### config.mk
export PLATFORM = sky130hd
export DESIGN_NAME = edge_detector_multi
export DESIGN_NICKNAME = d
export VERILOG_FILES = /design/src/rtl/edge_detector_multi.sv
export SDC_FILE = /design/constraint.sdc
export NUM_CORES = 1
export LEC_CHECK = 0
export ABC_CLOCK_PERIOD_IN_PS = 2200
export CAP_MARGIN = 15
export CORE_MARGIN = 2
export CORE_UTILIZATION = 36
export DETAILED_ROUTE_END_ITERATION = 8
export HOLD_SLACK_MARGIN = 0.1
export PLACE_DENSITY = 0.86
export SLEW_MARGIN = 20
export SYNTH_ARGS = -nofsm -noshare
export SYNTH_HDL_FRONTEND = slang
export SYNTH_SLANG_ARGS = --single-unit
### constraint.sdc
create_clock -name clk -period 2.2 [get_ports clk]
set_input_delay 0.44 -clock clk [delete_from_list [all_inputs] [get_ports clk]]
set_output_delay 0.44 -clock clk [all_outputs]
set_load 0.02 [all_outputs]
### src/rtl/edge_detector_multi.sv
// ============================================================================
// Module   : edge_detector_multi
// Brief    : Multi-channel async-input synchroniser, glitch filter and edge
//            detector; per-channel event counters when EDGE_COUNT_EN is defined.
// Revision : 1.0 - initial release
// ============================================================================
`default_nettype none

module edge_detector_multi #(
    parameter int CHANNELS      = 4,
    parameter int SYNC_STAGES   = 2,
    parameter int FILTER_CYCLES = 1,
    parameter bit RST_LEVEL     = 1'b0,
    parameter int CNT_W         = 16
) (
    input  logic                      clk,
    input  logic                      rst_n,
    input  logic [CHANNELS-1:0]       async_in,
    input  logic [1:0]                edge_sel,
    input  logic                      cnt_clr,
    output logic [CHANNELS-1:0]       level,
    output logic [CHANNELS-1:0]       rising_edge,
    output logic [CHANNELS-1:0]       falling_edge,
    output logic [CHANNELS-1:0]       event_out,
    output logic [CHANNELS*CNT_W-1:0] edge_cnt,
    output logic [CHANNELS-1:0]       cnt_sat
);

    localparam int                c_FC_W    = $clog2(FILTER_CYCLES + 1);
    localparam logic [c_FC_W-1:0] c_FC_LAST = c_FC_W'(FILTER_CYCLES - 1);

    logic [CHANNELS-1:0] w_rise;
    logic [CHANNELS-1:0] w_fall;
    logic [CHANNELS-1:0] w_event;

    generate
        for (genvar i = 0; i < CHANNELS; i++) begin : g_ch
            logic [SYNC_STAGES-1:0] r_sync;
            logic [c_FC_W-1:0]      r_fc;
            logic                   r_f;
            logic                   r_f_d;
            logic                   w_s;

            assign w_s = r_sync[SYNC_STAGES-1];

            always_ff @(posedge clk or negedge rst_n) begin
                if (!rst_n) begin
                    r_sync <= {SYNC_STAGES{RST_LEVEL}};
                    r_fc   <= '0;
                    r_f    <= RST_LEVEL;
                    r_f_d  <= RST_LEVEL;
                end else begin
                    r_sync <= {r_sync[SYNC_STAGES-2:0], async_in[i]};
                    r_f_d  <= r_f;
                    // Any cycle where the synchronised level agrees restarts the filter.
                    if (w_s == r_f) begin
                        r_fc <= '0;
                    end else if (r_fc == c_FC_LAST) begin
                        r_f  <= w_s;
                        r_fc <= '0;
                    end else begin
                        r_fc <= r_fc + 1'b1;
                    end
                end
            end

            assign level[i]        = r_f;
            assign w_rise[i]       = r_f & ~r_f_d;
            assign w_fall[i]       = ~r_f & r_f_d;
            assign rising_edge[i]  = w_rise[i];
            assign falling_edge[i] = w_fall[i];

`ifdef EDGE_COUNT_EN
            logic [CNT_W-1:0] r_cnt;

            always_ff @(posedge clk or negedge rst_n) begin
                if (!rst_n) begin
                    r_cnt <= '0;
                end else if (cnt_clr) begin
                    r_cnt <= '0;
                end else if (w_event[i] && !(&r_cnt)) begin
                    r_cnt <= r_cnt + 1'b1;
                end
            end

            assign edge_cnt[i*CNT_W +: CNT_W] = r_cnt;
            assign cnt_sat[i]                 = &r_cnt;
`endif
        end
    endgenerate

`ifndef EDGE_COUNT_EN
    logic w_unused_cnt_clr;
    assign w_unused_cnt_clr = cnt_clr;
    assign edge_cnt         = '0;
    assign cnt_sat          = '0;
`endif

    always_comb begin
        w_event = '0;
        case (edge_sel)
            2'b00:   w_event = w_rise;
            2'b01:   w_event = w_fall;
            2'b10:   w_event = w_rise | w_fall;
            default: w_event = '0;
        endcase
    end

    assign event_out = w_event;

endmodule

`default_nettype wire

Yosys cells after proc, flatten, opt, wreduce, memory -nomap -nowiden
Cells that the tools add are included.
- equality and inequality tests: 6
- bitwise operators: 25
- reduce and logical (&&, ||, !) cells: 5
- multiplexer cells: 9
- $add $sub $neg: 4
- operators with widths (operator ; number):
    $not A1 Y1 ; 16
    $pmux W4 S3 ; 1
    $and A1 B1 Y1 ; 8
    $mux W1 ; 8
    $reduce_and A2 Y1 ; 4
    $add A1 B1 Y1 const B ; 4
    $eq A1 B1 Y1 ; 4
    $or A4 B4 Y4 ; 1
    $eq A2 B1 Y1 const B ; 1
    $eq A2 B2 Y1 const B ; 1
    $logic_not A2 Y1 ; 1
- input bits: 9
- logic and storage cells: 65
- register bits after elaboration: 20
- output and inout port bits: 84

Longest topological paths before layout
- depth in word-level cells: 4
- depth in mapped cells: 5
- gate-level depth less buffers: 5

Worst setup path after synthesis
No wires, ideal clock.
- path kind: reg2out
- start: reg g_ch[0].r_f
- end: out event_out[0]
- path buffers: 0
- data required time: 1.760 ns
- data arrival time: 1.115 ns
- stages on the path, launching flop included: 6
- slack: 0.645 ns
- cell sequence: dfrtp_1 inv_1 ha_1 inv_1 mux2i_1 o21ai_1
- word-level cells in the longest chain between the ends: 4
- elaborated cells on any way between the ends: 5
- classes of those cells: 1 x mux; 4 x bitwise
- ends and longest elaborated chain (what ; RTL line ; text):
    start: declaration ; 40 ; logic r_f;
    start signal: assignment ; 59 ; r_f <= w_s;
    $not A1 Y1 ; 69 ; assign w_fall[i] = ~r_f & r_f_d;
    $and A1 B1 Y1 ; 69 ;
    $or A4 B4 Y4 ; 104 ; 2'b10: w_event = w_rise | w_fall;
    $pmux W4 S3 (*) ; 101 ; case (edge_sel)
    end: declaration ; 24 ; output logic [CHANNELS-1:0] event_out,
Every way passes the cells marked *; elsewhere a longest branch is shown, timed or not.

Worst setup path in the final report
- start: reg g_ch[3].r_f
- end: out event_out[3]
- word-level cells in the longest chain between the ends: 4
- elaborated cells on any way between the ends: 5
- classes of those cells: 1 x mux; 4 x bitwise
- ends and longest elaborated chain (what ; RTL line):
    start: declaration ; 40
    start signal: assignment ; 59
    $not A1 Y1 ; 69
    $and A1 B1 Y1 ; 69
    $or A4 B4 Y4 ; 104
    $pmux W4 S3 (*) ; 101
Marks and branches as above.

==> key figures <==
Worst setup path
  – RR Endpoint: g_ch[3].r_f_d
  – Worst setup SP type: flip-flop
  – Most frequent CP cell: inv_1
  – Reg2reg setup slack: 1.65 ns
  – Worst R2R Start: g_ch[3].r_f
  – Max incr delay on CP: 0.40 ns
  – Setup CP Type: flip-flop to primary output
  – Critical Path AT: 1.60 ns
  – Depth of the most critical reg-to-reg path: 0
  – CP Max Fanout: 4
  – Crit. End Element: primary output
  – CP max stage cell: dfrtp_1
  – CP required: 1.76 ns
  – Worst-path cell chain: inv_1, ha_1, inv_1, mux2i_1, o21ai_1, dlygate4sd2_1

GRT
  – GRT Total Usage: 5.973%
  – Vias in the first global route: 429
  – Antenna violations before repair: 0
  – First-pass GRT wire length: 1.669 mm
  – Pin count of the biggest net entering global routing: 17
  – Remaining Overflow, GRT: 0

Power and ir drop
  – Int Power: 0.4224 mW
  – Maximum vdd drop: 0.0003877 V
  – Total power: 0.6608 mW
  – Leak: 0.6923 nW
  – Psw: 0.2385 mW
  – Logic pwr share: 31.2%
  – Switching fraction of total power: 36.09%
  – P per Cell Area: 550.2 nW/um^2
  – Reg power frac: 47.8%
  – Clk pwr share: 21.0%

Floorplanning
  – Ports: 93
  – Starting Density: 36.69%
  – Die W: 61.85 um
  – Num rows: 21
  – Core area: 3284 um^2
  – DIE HEIGHT: 61.85 um
  – Die Area: 3825 um^2

Synthesis
  – Mapped Area: 1205 um^2
  – Adder-Cell Fraction of Synth Area: 8.307%
  – Sequential element share of the synthesized area: 33.23%
  – Post-Synth XOR/XNOR Area: 0%
  – Post-synth cell types: 11
  – Post-Synth Simple-Gate Area: 2.388%
  – Combinational family with the most area after synthesis: buffers and inverters
  – Dominant cells by area after synthesis: buf_4 45%, dfrtp_1 33%, ha_1 8.3%
  – Post-synthesis mux area share: 3.323%
  – FF+latch count, synth: 16
  – Syn_area_per_cell: 9.487 um^2
  – Synth Area in Compound Gates: 1.661%
  – Cell taking the most area after synthesis: buf_4
  – Cells after synthesis: 127
  – Yosys top cell area share: 44.86%
  – Synthesis warning total: 0

Hold path
  – Hold path depth: 0
  – Min-delay src: g_ch[0].r_sync[1]
  – Hold EP: g_ch[0].r_f
  – Min-Delay Path Class: flip-flop to flip-flop

STA
  – Final Critical Period: 2.037 ns
  – Final period util: 92.61%
  – Slew @ Worst Pin: 0.6653 ns
  – Fmax achieved: 0.4908 GHz
  – Hold Vio Cnt, Final: 0
  – RSZ-0062 raised after global routing: no
  – Final setup fails: 0
  – Worst rel slew slack: 55.51%
  – Fin. max-slew vios: 0
  – Skew final: 0.004923 ns

Run
  – MaxCap Viol Count: 0

Run status
  – Outcome: finished, final reports clean

Layout
  – Most frequent cells in the layout: 68 x conb_1, 18 x clkdlybuf4s50_1, 16 x dfrtp_1, 12 x inv_1, 8 x ha_1
  – Area Overhead vs Synth: -0.3117%
  – Diodes inserted: 0
  – FF+latch area: 400.4 um^2
  – Multi-input logic area: 444.2 um^2
  – Post-Layout Cell Count: 190
  – NumNets Final: 163
  – Commonest non-fill, non-tap cell in the layout: conb_1
  – Layout cells sized above 1: 3.472%
  – Fill cell count: 337

Drt
  – Final ANT Viol Nets: 0
  – Drt pass-1 iters: 2
  – Routed via count: 596
  – First DRT Iteration DRCs: 1
  – DRC: 0
  – Vias per cell: 3.137
  – Routed Wire Length: 1.204 mm
  – Post-DR wirelength/cell: 6.337 um

Clock tree
  – CTS Buf Count: 3
  – Worst-Skew Late Latency: 0.27 ns
  – Hold_buf cts: 0
  – CTS max path bufs: 2
  – Worst-path clk slew: 0.08 ns
  – Htree depth: 1
  – # clock sinks: 16
  – CTS root buf: clkbuf_4
  – CTS tree: yes

Place
  – Routability Congestion: 0.6109
  – DP Cell Count: 187
  – Hpwl dp: 1.078 mm
  – PortBufs: 23
[state kept, by name, indices dropped and copies added (netlist names)]
register,count
g_ch.r_sync,8
g_ch.r_f_d,4
g_ch.r_f,4
[what timing repair did]
item / CTS / global route
buffers inserted: 0 / 0
gates resized for setup: 5 / 0
endpoints found under the setup margin: 4 / 0
[layer usage]
| metal | vias to the layer above | share of wire, % | track usage (%) |
|---|---|---|---|
| met3 | 0 | 16 | 3.313 |
| met5 | - | 0 | 0 |
| li1 | 275 | - | - |
| met2 | 48 | 53 | 11.88 |
| met4 | 0 | 0 | 0.9119 |
| met1 | 273 | 31 | 5.256 |
[worst max path at each step]
stage | cells after the start | end | from
global route | 6 | event_out[1] | g_ch[1].r_f
global placement | 4 | event_out[2] | edge_sel[1]
floorplan | 5 | event_out[0] | g_ch[0].r_f
CTS | 6 | event_out[3] | g_ch[3].r_f
detailed placement | 4 | event_out[3] | edge_sel[1]
finish | 6 | event_out[3] | g_ch[3].r_f
[kinds of logic (layout without fill, tap and decap cells)]
family / Yosys count / after routing
DFF: 16 / 16
and+or+nand+nor: 5 / 5
buffers and inverters: 89 / 39
AOI/OAI and AO/OA: 4 / 4
muxes: 4 / 4
other: 1 / 68
adders and majority gates: 8 / 8
[Yosys cell counts]
library cell	count
ha_1	8
buf_4	72
clkbuf_1	4
nor2b_4	1
dfrtp_1	16
buf_6	1
nand2_1	4
mux2i_1	4
inv_1	12
o21ai_1	4
conb_1	1
[final cells by class]
type / count / area share, %
clock buffers: 3 / 1.875
inverters: 12 / 3.750
multi-input cells: 89 / 36.98
well taps: 46 / 4.792
flip-flops and latches: 16 / 33.33
repair buffers: 24 / 19.27
[critical path, delay by kind of cell, from the launching register on]
kind / cells / cell delay (ns)
multiplexers: 1 / 0.06
AO/OA/AOI/OAI: 1 / 0.12
flip-flops: 1 / 0.40
buffers and inverters: 3 / 0.45
adder cells (fa/ha/maj): 1 / 0.29
[per-stage QoR]
stage | hold slack (ns) | instance area (um^2) | utilization [%] | setup slack, ns | setup TNS [ns]
6_report | 0.3454 | 1201 | 36.57 | 0.1626 | 0
5_1_grt | 0.3643 | 1201 | 36.57 | 0.02363 | 0
4_1_cts | 0.3500 | 1201 | 36.57 | 0.1256 | 0
3_5_place_dp | 0.3364 | 1185 | 36.08 | -0.2048 | -0.8110
3_3_place_gp | 0.3324 | 1185 | 36.08 | -0.2038 | -0.7988
2_1_floorplan | 0.1444 | 1456 | - | 0.6449 | 0
[power by group through the flow]
| stage | clock (mW) | sequential (mW) | combinational, mW |
|---|---|---|---|
| 2_1_floorplan | 0 | 0.320 | 0.257 |
| 3_3_place_gp | 0 | 0.321 | 0.208 |
| 3_5_place_dp | 0 | 0.322 | 0.212 |
| 4_1_cts | 0.149 | 0.316 | 0.206 |
| 5_1_grt | 0.167 | 0.319 | 0.229 |
| 6_report | 0.139 | 0.316 | 0.206 |
(Power assumes the default switching activity.)
